[src/rtl/irq_controller.sv]
// irq_controller
//   Parametrised interrupt controller. Each raw source is synchronised,
//   edge-detected and latched into a pending register. Pending bits gated by
//   the mask are arbitrated (lowest index wins) and presented to the CPU as a
//   single request with an ID over a valid/ack handshake.
//
//   Optional feature macro: IRQ_CTRL_LEVEL_MODE_EN
//     Defined   : MODE register (addr 3) exists; MODE bit=1 makes that channel
//                 level-sensitive (pending follows the synchronised level).
//     Undefined : all channels edge-triggered, MODE reads 0, no MODE flops.
//
// Handshake (irq_valid / irq_id / irq_ack):
//   irq_valid is high only in REQ. While high, irq_id is stable and does not
//   change until the cycle irq_ack=1 is sampled. That ack clears the pending
//   bit of irq_id (a same-cycle edge on that channel wins), and irq_valid is
//   low for exactly one cycle (GAP) before the next grant can appear.
//   irq_ack sampled while irq_valid=0 has no effect.
//
// Ports:
//   clk        system clock
//   nreset     asynchronous active-low reset
//   irq_in     raw interrupt sources (may be asynchronous)
//   irq_valid  request to CPU
//   irq_id     granted channel index, meaningful while irq_valid=1
//   irq_ack    CPU accepts the current request
//   reg_addr   register select: 0 PENDING(W1C), 1 MASK, 2 FORCE(W1S), 3 MODE
//   reg_we     register write strobe
//   reg_wdata  register write data
//   reg_rdata  registered read data (1-cycle latency, follows reg_addr)
//   dbg_state  arbitration FSM state (0 IDLE, 1 REQ, 2 GAP)

module irq_controller #(
  parameter int N_IRQ       = 8,
  parameter int SYNC_STAGES = 2,
  parameter int ID_W        = ($clog2(N_IRQ) < 1) ? 1 : $clog2(N_IRQ)
) (
  input  logic             clk,
  input  logic             nreset,
  input  logic [N_IRQ-1:0] irq_in,
  output logic             irq_valid,
  output logic [ID_W-1:0]  irq_id,
  input  logic             irq_ack,
  input  logic [1:0]       reg_addr,
  input  logic             reg_we,
  input  logic [N_IRQ-1:0] reg_wdata,
  output logic [N_IRQ-1:0] reg_rdata,
  output logic [1:0]       dbg_state
);

  localparam logic [1:0] ST_IDLE = 2'd0;
  localparam logic [1:0] ST_REQ  = 2'd1;
  localparam logic [1:0] ST_GAP  = 2'd2;

  localparam logic [1:0] A_PENDING = 2'd0;
  localparam logic [1:0] A_MASK    = 2'd1;
  localparam logic [1:0] A_FORCE   = 2'd2;
  localparam logic [1:0] A_MODE    = 2'd3;

  // ---------------------------------------------------------------------------
  // Input synchroniser and rising-edge detector
  // ---------------------------------------------------------------------------
  logic [N_IRQ-1:0] sync_q [SYNC_STAGES];
  logic [N_IRQ-1:0] prev_q;
  logic [N_IRQ-1:0] sync_level;
  logic [N_IRQ-1:0] edge_det;

  always_ff @(posedge clk or negedge nreset) begin
    if (!nreset) begin
      for (int s = 0; s < SYNC_STAGES; s++) begin
        sync_q[s] <= '0;
      end
      prev_q <= '0;
    end else begin
      sync_q[0] <= irq_in;
      for (int s = 1; s < SYNC_STAGES; s++) begin
        sync_q[s] <= sync_q[s-1];
      end
      prev_q <= sync_q[SYNC_STAGES-1];
    end
  end

  assign sync_level = sync_q[SYNC_STAGES-1];
  assign edge_det   = sync_level & ~prev_q;

  // ---------------------------------------------------------------------------
  // Registers
  // ---------------------------------------------------------------------------
  logic [N_IRQ-1:0] pending_q, pending_d;
  logic [N_IRQ-1:0] mask_q, mask_d;
  logic [N_IRQ-1:0] rdata_q, rdata_d;
  logic [N_IRQ-1:0] mode;
  logic [N_IRQ-1:0] force_bits;
  logic [N_IRQ-1:0] w1c_bits;
  logic [N_IRQ-1:0] ack_bits;
  logic [N_IRQ-1:0] pend_edge;

  logic [1:0]       state_q, state_d;
  logic [ID_W-1:0]  id_q, id_d;
  logic [N_IRQ-1:0] eligible;
  logic [ID_W-1:0]  lowest_id;
  logic             ack_take;

  assign force_bits = (reg_we && reg_addr == A_FORCE)   ? reg_wdata : '0;
  assign w1c_bits   = (reg_we && reg_addr == A_PENDING) ? reg_wdata : '0;
  assign ack_take   = (state_q == ST_REQ) && irq_ack;
  assign ack_bits   = ack_take ? (N_IRQ'(1) << id_q) : '0;

  // Sets are OR-ed in after clears so a same-cycle edge is never lost.
  assign pend_edge  = (pending_q & ~(w1c_bits | ack_bits)) | edge_det | force_bits;

`ifdef IRQ_CTRL_LEVEL_MODE_EN
  logic [N_IRQ-1:0] mode_q, mode_d;

  always_comb begin
    mode_d = mode_q;
    if (reg_we && reg_addr == A_MODE) begin
      mode_d = reg_wdata;
    end
  end

  always_ff @(posedge clk or negedge nreset) begin
    if (!nreset) begin
      mode_q <= '0;
    end else begin
      mode_q <= mode_d;
    end
  end

  assign mode = mode_q;

  // Level channels track the synchronised input (plus force); ack and W1C
  // cannot clear them while the input is high.
  assign pending_d = (pend_edge & ~mode_q) | (mode_q & (sync_level | force_bits));
`else
  assign mode      = '0;
  assign pending_d = pend_edge;
`endif

  always_comb begin
    mask_d = mask_q;
    if (reg_we && reg_addr == A_MASK) begin
      mask_d = reg_wdata;
    end
  end

  // Read data is registered and follows reg_addr every cycle.
  always_comb begin
    rdata_d = '0;
    case (reg_addr)
      A_PENDING: rdata_d = pending_q;
      A_MASK:    rdata_d = mask_q;
      A_FORCE:   rdata_d = '0;
      A_MODE:    rdata_d = mode;
      default:   rdata_d = '0;
    endcase
  end

  always_ff @(posedge clk or negedge nreset) begin
    if (!nreset) begin
      pending_q <= '0;
      mask_q    <= '0;
      rdata_q   <= '0;
    end else begin
      pending_q <= pending_d;
      mask_q    <= mask_d;
      rdata_q   <= rdata_d;
    end
  end

  // ---------------------------------------------------------------------------
  // Arbitration
  // ---------------------------------------------------------------------------
  assign eligible = pending_q & mask_q;

  // Index 0 is the highest priority: scan downwards so the lowest set bit
  // is the last assignment.
  always_comb begin
    lowest_id = '0;
    for (int i = N_IRQ - 1; i >= 0; i--) begin
      if (eligible[i]) begin
        lowest_id = ID_W'(i);
      end
    end
  end

  // GAP holds irq_valid low for the ack'd cycle's successor; the grant
  // decision taken on leaving GAP is the same re-arbitration IDLE performs,
  // so back-to-back requests see exactly one low cycle.
  always_comb begin
    state_d = state_q;
    id_d    = id_q;
    case (state_q)
      ST_IDLE, ST_GAP: begin
        if (|eligible) begin
          state_d = ST_REQ;
          id_d    = lowest_id;
        end else begin
          state_d = ST_IDLE;
        end
      end
      ST_REQ: begin
        if (irq_ack) begin
          state_d = ST_GAP;
        end
      end
      default: state_d = ST_IDLE;
    endcase
  end

  always_ff @(posedge clk or negedge nreset) begin
    if (!nreset) begin
      state_q <= ST_IDLE;
      id_q    <= '0;
    end else begin
      state_q <= state_d;
      id_q    <= id_d;
    end
  end

  assign irq_valid = (state_q == ST_REQ);
  assign irq_id    = id_q;
  assign reg_rdata = rdata_q;
  assign dbg_state = state_q;

endmodule

[config.mk]
export PLATFORM = sky130hd
export DESIGN_NAME = irq_controller
export DESIGN_NICKNAME = d
export VERILOG_FILES = /design/src/rtl/irq_controller.sv
export SDC_FILE = /design/constraint.sdc
export NUM_CORES = 1
export LEC_CHECK = 0
export ABC_AREA = 0
export BUFFER_PORTS_ARGS = -buffer_cell sky130_fd_sc_hd__buf_2
export CORE_MARGIN = 1.5
export CORE_UTILIZATION = 50
export DETAILED_ROUTE_END_ITERATION = 10
export PLACE_DENSITY = 0.82
export SLEW_MARGIN = 30
export SYNTH_ARGS = -nofsm -noshare
export SYNTH_HDL_FRONTEND = slang
export SYNTH_SLANG_ARGS = --single-unit
[constraint.sdc]
create_clock -name clk -period 1.6 [get_ports clk]
set_input_delay 0.24 -clock clk [delete_from_list [all_inputs] [get_ports clk]]
set_output_delay 0.24 -clock clk [all_outputs]
set_load 0.01 [all_outputs]
**Word-level counts from Yosys, hierarchy flattened**

Cells that the tools add are included.

- Flip-flop bits (word level): 53

- Equality and inequality tests: 6
- Shift operators: 1
- Multiplexer cells: 15
- Bitwise logic cells: 8
- Reduce and logical (&&, ||, !) cells: 10

Operators with widths:

| operator | count |
|---|---|
| $and 8x8->8 | 3 |
| $mux 3 | 8 |
| $mux 8 | 3 |
| $or 8x8->8 | 3 |
| $pmux 8 s3 | 1 |
| $not 8->8 | 2 |
| $reduce_or 8->1 | 1 |
| $shl 1x3->8 const A | 1 |
| $eq 2x2->1 const B | 3 |
| $eq 2x1->1 const B | 2 |
| $logic_and 1x1->1 | 4 |
| $logic_not 2->1 | 2 |
| $pmux 2 s2 | 1 |
| $reduce_or 2->1 | 2 |
| $mux 2 | 1 |
| $ne 2x1->1 const B | 1 |
| $reduce_and 2->1 | 1 |
| $mux 1 | 1 |

**Logic depth before layout (Yosys ltp)**

Gate-level depths: netlist (run 1).

- Word-level depth: 9
- Mapped depth: 5

**Least setup slack after synthesis (run 1)**

No wires, ideal clock.

- Kind: reg2reg
- Start point: register state_q[0] (netlist: dbg_state[0])
- End point: register pending_q[0]
- Library setup time: 126 ps
- Arrival: 1135 ps
- Required time: 1474 ps
- Slack: 339 ps
- Cell stages (with the launch flop): 5
- Buffers on the path: 1
- Clock period less this slack: 1261 ps
- Cell sequence: dfrtp_1 > buf_2 > and4bb_2 > a221oi_2 > a221o_1

- Word-level cells in the longest chain between the ends: 8

Ends and longest elaborated chain:

| what | RTL line | source |
|---|---|---|
| start: declaration | 97 | `logic [1:0] state_q, state_d;` |
| start signal: assignment | 215 | `state_q <= state_d;` |
| $eq 2x1->1 | 105 | `assign ack_take = (state_q == ST_REQ) && irq_ack;` |
| $logic_and 1x1->1 | 105 |  |
| $mux 8 | 106 | `assign ack_bits = ack_take ? (N_IRQ'(1) << id_q) : '0;` |
| $or 8x8->8 | 109 | `assign pend_edge = (pending_q & ~(w1c_bits \| ack_bits)) \| edge_det \| force_bits;` |
| $not 8->8 | 109 |  |
| $and 8x8->8 | 109 |  |
| $or 8x8->8 (2 in series) | 109 |  |
| net pend_edge[0] | 95 | `logic [N_IRQ-1:0] pend_edge;` |
| end signal: assignment | 164 | `pending_q <= pending_d;` |
| end: declaration | 88 | `logic [N_IRQ-1:0] pending_q, pending_d;` |

The timed path passes the listed nets, and every way through them passes these cells.
A chain may end at the register's enable or synchronous reset.

**Final worst setup path (run 1)**

- Start point: register state_q[0] (netlist: dbg_state[0])
- End point: output port irq_valid

- Word-level cells in the longest chain between the ends: 1

Ends and longest elaborated chain:

| what | RTL line | source |
|---|---|---|
| $eq 2x1->1 | 220 | `assign irq_valid = (state_q == ST_REQ);` |
| end: declaration | 40 | `output logic irq_valid,` |

No other way between the ends.

==> results of run 1 <==
worst max-delay path, cell delays in order, from the launching register on:
cell	delay [ps]
dfrtp_1	510
nor2b_1	210
buf_2	150
path summary, 6_finish.rpt:
path | slack (ps) | endpoint
setup / recovery | 190 | irq_valid
hold / removal | 40 | sync_q[13]
setup reg to reg | 200 | pending_q[4]
hold reg to reg | 350 | sync_level[0]
max in group asynchronous | 910 | sync_level[2]
min in group asynchronous | 450 | dbg_state[1]
placed cells by master (no fill, tap or decap), types with 2 or more instances in the layout:
master	n
nand3_1	6
buf_2	35
a221oi_2	2
o311ai_0	4
nand2_1	20
dfrtp_1	53
a32o_1	2
a21oi_1	9
o22a_1	2
mux2i_1	8
a22o_1	2
nor2_1	10
inv_1	5
nor2b_1	8
a21o_1	2
mux2_2	8
a31oi_1	2
clkbuf_8	6
and3b_1	2
cell families (layout without fill, tap and decap cells):
group	after synthesis	count (layout)	share of synthesized area
AND/OR/NAND/NOR	50	50	0.129
buffers and inverters	9	50	0.0246
flip-flops	53	53	0.652
multiplexers	16	16	0.0836
AO/OA/AOI/OAI	29	29	0.111
final cells by class:
cell class / count / area share
clock buffer: 6 / 0.0345
clock inverter: 2 / 0.0157
inverter: 5 / 0.00785
multi-input combinational: 95 / 0.275
sequential: 53 / 0.555
tap: 50 / 0.0262
timing repair buffer: 37 / 0.0858
flip-flops by register name (all words and copies together), names as in the netlist:
register / count
dbg_state: 2
pending_q: 8
prev_q: 8
sync_level: 8
sync_q: 8
irq_id: 3
reg_rdata: 8
mask_q: 8
layer usage:
layer,routed length (um),GRT usage
met1,1520,0.213
met2,1780,0.285
met4,88,0.0944
met3,178,0.0405
met5,0,0
power by group:
| part | total, uW | switching [uW] | internal (uW) |
|---|---|---|---|
| combinational | 747 | 384 | 364 |
| clock | 920 | 412 | 508 |
| sequential | 1780 | 235 | 1550 |
| total | 3450 | 1030 | 2420 |
timing repair:
item / in CTS / in global routing
hold endpoints to repair: 53 / 0
buffers inserted: 0 / 0
hold buffers: 1 / 0
stage by stage:
stage | cells | util
2_1_floorplan | 157 | -
3_3_place_gp | 239 | 0.573
3_5_place_dp | 239 | 0.573
4_1_cts | 248 | 0.606
5_1_grt | 248 | 0.606
6_report | 248 | 0.606
==> flow_summary.ini, run 1 <==
[run_status]
outcome = complete, no violations

[finish]
multi_input_area_um2 = 658
fin_area_um2 = 2390
nNetsFinal = 219
post_route_cells_drive_above_1_share = 0.298
fillers = 315
antenna_cells = 0
register_area_um2 = 1330
areaGrowthSynthToFinish_pct = 17.5

[clocking]
root_buffer = clkbuf_8
cts_made_buffers = 5
clockBufferDepth = 2
clk_latency_ps = 300
cts_tree = yes
cts_sinks = 53
htreeDepth = 2
clk_pin_slew_ps = 90
cts.repair.resized = 0

[global_routing]
antenna_found_initial = 0
grt_usage = 0.174
grt_max_degree = 54
grt_pass1_wl_mm = 5.62
gr-total-overflow = 0
grt_pass1_vias = 1256

[sta]
finalHoldViolations = 0
period_share = 0.879
rsz0062_at_grt = no
final.setup.worst_slack_ps = 194
setup_viol = 0
slew_headroom = 0.738
skew_ps = 7.02
hold_slack_ps = 41.2
maxSlewViolCount = 0
fin_crit_ps = 1410
worstMarginPinSlew_ps = 393
fmax_mhz = 711
setup-tns-final_ps = 0

[pwr]
peakVddDrop_mv = 0.902
p_per_area_nw_per_um2 = 1440
power_uw = 3450
static-leakage-power_uw = 0.00113

[synthesis]
synth_most_common_cell = dfrtp_1
yosysWarnings = 0
yosysSeqAreaShare = 0.652
postSynthCellCount = 157
ys_top_cells_by_area = dfrtp_1 65%, mux2_2 4.4%, mux2i_1 3.9%
synth_flop_cell = dfrtp_1
synth_top_area_share = 0.652
synthArstFlopShare = 1.00
synthDistinctLibCells = 28
synth_seq_cells = 53
synth_edf_count = 0
syn-mean-instance-area_um2 = 13.0
synth_common_cells = 53 x dfrtp_1, 20 x nand2_1, 10 x nor2_1, 9 x a21oi_1
synth_top_area_cell = dfrtp_1
syn_nets = 179
synth_area_um2 = 2030

[placement]
dp_hpwl_mm = 2.50
postPlaceCellArea_um2 = 2260
place.gp.congestion = 0.825
pre_cts_ws_ps = 241
portBuffers = 35

[job]
maxCapViolations = 0

[setup_path]
worst-setup-path-type = reg -> out
crit_required_ps = 1360
arrival_ps = 1170
crit_path_start_kind = flip-flop
critPathLaunch = dbg_state[0]
timing.rr.start = dbg_state[0]
crit_path_max_fanout = 10
r2r_cells = 4
endpoint_kind = output port

[routing]
drc = 0
first_iter_violations = 67
vias = 1327
totalWireLength_mm = 3.56
dr.pass1.iters = 4
via_per_inst = 5.35
wl_per_cell_um = 14.4
ant_nets = 0

[floorplanning]
core_um2 = 3940
placementRows = 23
io_pins = 36
die_x_um = 66.8
die_h_um = 66.8
start_util = 0.516
die-area_um2 = 4460

[hold_path]
hp-class = in -> reg
hold_path_depth = 1
worstHoldStart = irq_in[5]
(Power assumes the default switching activity.)
==> run 2, diff against run 1 <==
Settings changed: RECOVER_POWER set to 25.
==> flow_summary.ini, run 2 (same netlist as run 1, synthesis figures left out) <==
[run_status]
outcome = complete, no violations

[clocking]
cts_made_buffers = 5
cts_sinks = 53
cts_tree = yes
clockBufferDepth = 2
root_buffer = clkbuf_8
cts_setup_buffers = 0
htreeDepth = 2
cts.repair.resized = 0
clk_pin_slew_ps = 90
clk_latency_ps = 300

[sta]
setup-tns-final_ps = 0
slew_headroom = 0.539
hold_slack_ps = 41.3
setup_viol = 0
finalHoldViolations = 0
period_share = 0.879
rsz0062_at_grt = no
skew_ps = 7.06
fin_crit_ps = 1410
worstMarginPinSlew_ps = 691
maxSlewViolCount = 0
fmax_mhz = 711

[finish]
antenna_cells = 0
post_route_cells_drive_above_1_share = 0.298
layout_common_cells = 53 x dfrtp_1, 35 x buf_2, 20 x nand2_1
final_common_cell = dfrtp_1
multi_input_area_um2 = 658
register_area_um2 = 1330
areaGrowthSynthToFinish_pct = 16.9
fillers = 317
finalNonFillerCells = 248
nNetsFinal = 219

[floorplanning]
placementRows = 23
start_util = 0.516
die-area_um2 = 4460
die_h_um = 66.8
core_um2 = 3940
die_x_um = 66.8
io_pins = 36

[global_routing]
grt_pass1_wl_mm = 5.62
grt_pass1_vias = 1256
grt_usage = 0.174
antenna_found_initial = 0
grt_max_degree = 54
gr-total-overflow = 0

[setup_path]
endpoint_kind = output port
crit_required_ps = 1360
timing.rr.start = dbg_state[0]
crit_path_start_kind = flip-flop
critPathLaunch = dbg_state[0]
reg2reg_slack_ps = 200
crit_path_max_fanout = 10
worst-setup-path-type = reg -> out
r2r_cells = 4
arrival_ps = 1170
regToRegEndpoint = pending_q[4]

[hold_path]
worstHoldStart = irq_in[5]
hp-class = in -> reg
hold_path_depth = 1
min_to = sync_q[13]

[placement]
portBuffers = 35
dp_hpwl_mm = 2.50
placed_cells = 239
place.gp.congestion = 0.825

[job]
maxCapViolations = 0

[routing]
vias = 1331
wl_per_cell_um = 14.4
ant_nets = 0
dr.pass1.iters = 4
totalWireLength_mm = 3.56
via_per_inst = 5.37
drc = 0
first_iter_violations = 66

[pwr]
peakVddDrop_mv = 0.902
static-leakage-power_uw = 0.00113
p_per_area_nw_per_um2 = 1450
[run 2: worst max-delay path: stages, from the launching register on]
cell	delay [ps]
dfrtp_1	510
nor2b_1	210
buf_2	150
[run 2: timing repair]
item,CTS,global route
setup endpoints to repair,0,0
hold endpoints to repair,53,0
hold buffers,1,0
[run 2: through the flow]
step	power (uW)	worst slack [ps]	util	area, um^2
6_report	3440	194	0.603	2380
5_1_grt	3620	61.0	0.603	2380
4_1_cts	3470	189	0.606	2390
3_5_place_dp	2540	241	0.573	2260
3_3_place_gp	2510	278	0.573	2260
2_1_floorplan	2250	339	-	2030
[run 2: how the worst max path moves through the flow]
stage	to	slack, ps	depth (start not counted)
6_report	irq_valid	190	2
5_1_grt	pending_q[6]	60	4
4_1_cts	irq_valid	190	2
3_5_place_dp	pending_q[6]	240	4
3_3_place_gp	pending_q[0]	280	4
2_1_floorplan	pending_q[0]	340	4
[run 2: per-layer routing]
| layer | share of wire | vias up | track usage |
|---|---|---|---|
| met2 | 0.50 | 51 | 0.285 |
| met4 | 0.025 | 0 | 0.0944 |
| met1 | 0.42 | 635 | 0.213 |
| li1 | - | 633 | - |
| met3 | 0.051 | 12 | 0.0405 |
| met5 | 0 | - | 0 |
[run 2: where the power goes]
group / switching, uW / internal [uW] / total, uW
clock: 412 / 508 / 920
sequential: 235 / 1550 / 1780
combinational: 383 / 360 / 743
[run 2: area by class of cell]
| cell class | count | area share |
|---|---|---|
| Tap cell | 50 | 0.0263 |
| Clock inverter | 2 | 0.0158 |
| Sequential cell | 53 | 0.558 |
| Timing Repair Buffer | 37 | 0.0810 |
| Multi-Input combinational cell | 95 | 0.277 |
| Clock buffer | 6 | 0.0347 |
| Inverter | 5 | 0.00789 |
==> run 3, diff against run 2 <==
Clock period 1.6 ns to 1.4 ns, I/O delays scaled along.
==> flow_summary.ini, run 3 (same netlist as run 1, synthesis figures left out) <==
[floorplanning]
die_h_um = 66.8
io_pins = 36
placementRows = 23
core_um2 = 3940
start_util = 0.516
die-area_um2 = 4460
die_x_um = 66.8

[setup_path]
crit_path_start_kind = flip-flop
cp_slowest_cell = dfrtp_1
cp_top_family = compound AO/OA/AOI/OAI gates
crit_end = dbg_state[0]
max_stage_delay_ps = 440
endpoint_kind = flip-flop
r2r_cells = 4
reg2reg_slack_ps = 50
arrival_ps = 1560
cp_cell_sequence = a22o_1 > a221oi_2 > a21oi_1 > a21o_1
timing.rr.start = pending_q[0]
crit_path_max_fanout = 4
crit_cells = 4
crit_buf_inv = 0
worst-setup-path-type = reg -> reg
regToRegEndpoint = dbg_state[0]
critPathLaunch = pending_q[0]
crit_required_ps = 1600

[sta]
setup-tns-final_ps = 0
fmax_mhz = 739
finalHoldViolations = 0
slew_headroom = 0.548
setup_viol = 0
hold_slack_ps = 4.72
fin_crit_ps = 1350
rsz0062_at_grt = no
skew_ps = 6.69
period_share = 0.967
maxSlewViolCount = 0
worstMarginPinSlew_ps = 678

[routing]
vias = 1355
dr.pass1.iters = 6
totalWireLength_mm = 3.68
via_per_inst = 5.23
wl_per_cell_um = 14.2
first_iter_violations = 102
ant_nets = 0
drc = 0

[finish]
antenna_cells = 0
final_common_cell = dfrtp_1
layout_common_cells = 53 x dfrtp_1, 35 x buf_2, 20 x nand2_1
post_route_cells_drive_above_1_share = 0.306
areaGrowthSynthToFinish_pct = 21.3
nNetsFinal = 231

[clocking]
cts_made_buffers = 5
cts_tree = yes
clk_pin_slew_ps = 90
root_buffer = clkbuf_8
cts_setup_buffers = 0
cts_sinks = 53
clk_latency_ps = 300
htreeDepth = 2
clockBufferDepth = 2

[pwr]
peakVddDrop_mv = 0.858
p_per_area_nw_per_um2 = 1600
static-leakage-power_uw = 0.00118

[global_routing]
grt_usage = 0.187
grt_pass1_vias = 1292
grt_max_degree = 54
gr-total-overflow = 0
antenna_found_initial = 0
grt_pass1_wl_mm = 6.01

[placement]
portBuffers = 35
dp_hpwl_mm = 2.61
place.gp.congestion = 0.820

[job]
maxCapViolations = 0

[run_status]
outcome = complete, no violations

[hold_path]
worstHoldStart = irq_in[0]
hp-class = in -> reg
[run 3: changes by cell type in the layout (fill, tap and decap cells not counted), sizes merged]
cell and change:
buf +6, clkbuf -1, clkinv +1, clkinvlp -1, dlygate4sd3 +6
[run 3: how the worst min path moves through the flow]
| stage | to | slack, ps | cells past startpoint |
|---|---|---|---|
| 3_5_place_dp | reg_rdata[6] | 230 | 2 |
| 6_report | sync_q[8] | 5 | 1 |
| 4_1_cts | sync_q[9] | 0.7 | 1 |
| 5_1_grt | sync_q[8] | 0.02 | 1 |
| 3_3_place_gp | reg_rdata[4] | 220 | 2 |
| 2_1_floorplan | dbg_state[0] | -90 | 0 |
[run 3: through the flow]
| step | utilization | std cells | power (uW) | setup WS, ps | area, um^2 |
|---|---|---|---|---|---|
| after floorplan | - | 157 | 2570 | 139 | 2030 |
| after global placement | 0.585 | 245 | 2970 | 42.5 | 2310 |
| after detailed placement | 0.585 | 245 | 2980 | 71.1 | 2310 |
| after CTS | 0.621 | 256 | 3960 | 62.7 | 2450 |
| after global routing | 0.626 | 259 | 4170 | 16.4 | 2470 |
| final | 0.626 | 259 | 3950 | 46.2 | 2470 |
[run 3: power by group]
group	internal (uW)	switching (uW)
registers	1770	223
clock network	520	459
logic	484	491
[run 3: repair_timing]
| action | 4_1_cts | 5_1_grt |
|---|---|---|
| resized for setup | 0 | 4 |
| setup endpoints to repair | 0 | 3 |
| hold buffers | 4 | 3 |
| hold endpoints to repair | 56 | 3 |
[run 3: layout make-up]
type	count	area (um^2)
fillers	316	1480
flip-flops and latches	53	1330
multi-input cells	95	658
repair buffers	49	298
clock buffers	5	68.8
well taps	50	62.6
clock inverters	2	35.0
inverters	5	18.8
[run 3: per-layer routing]
layer  vias to the layer above  wire, um  global-route usage
li1                        658         -                   -
met1                       662      1670               0.233
met2                        29      1810               0.308
met3                         6       141              0.0557
met4                         0        60              0.0689
met5                         -         0                   0
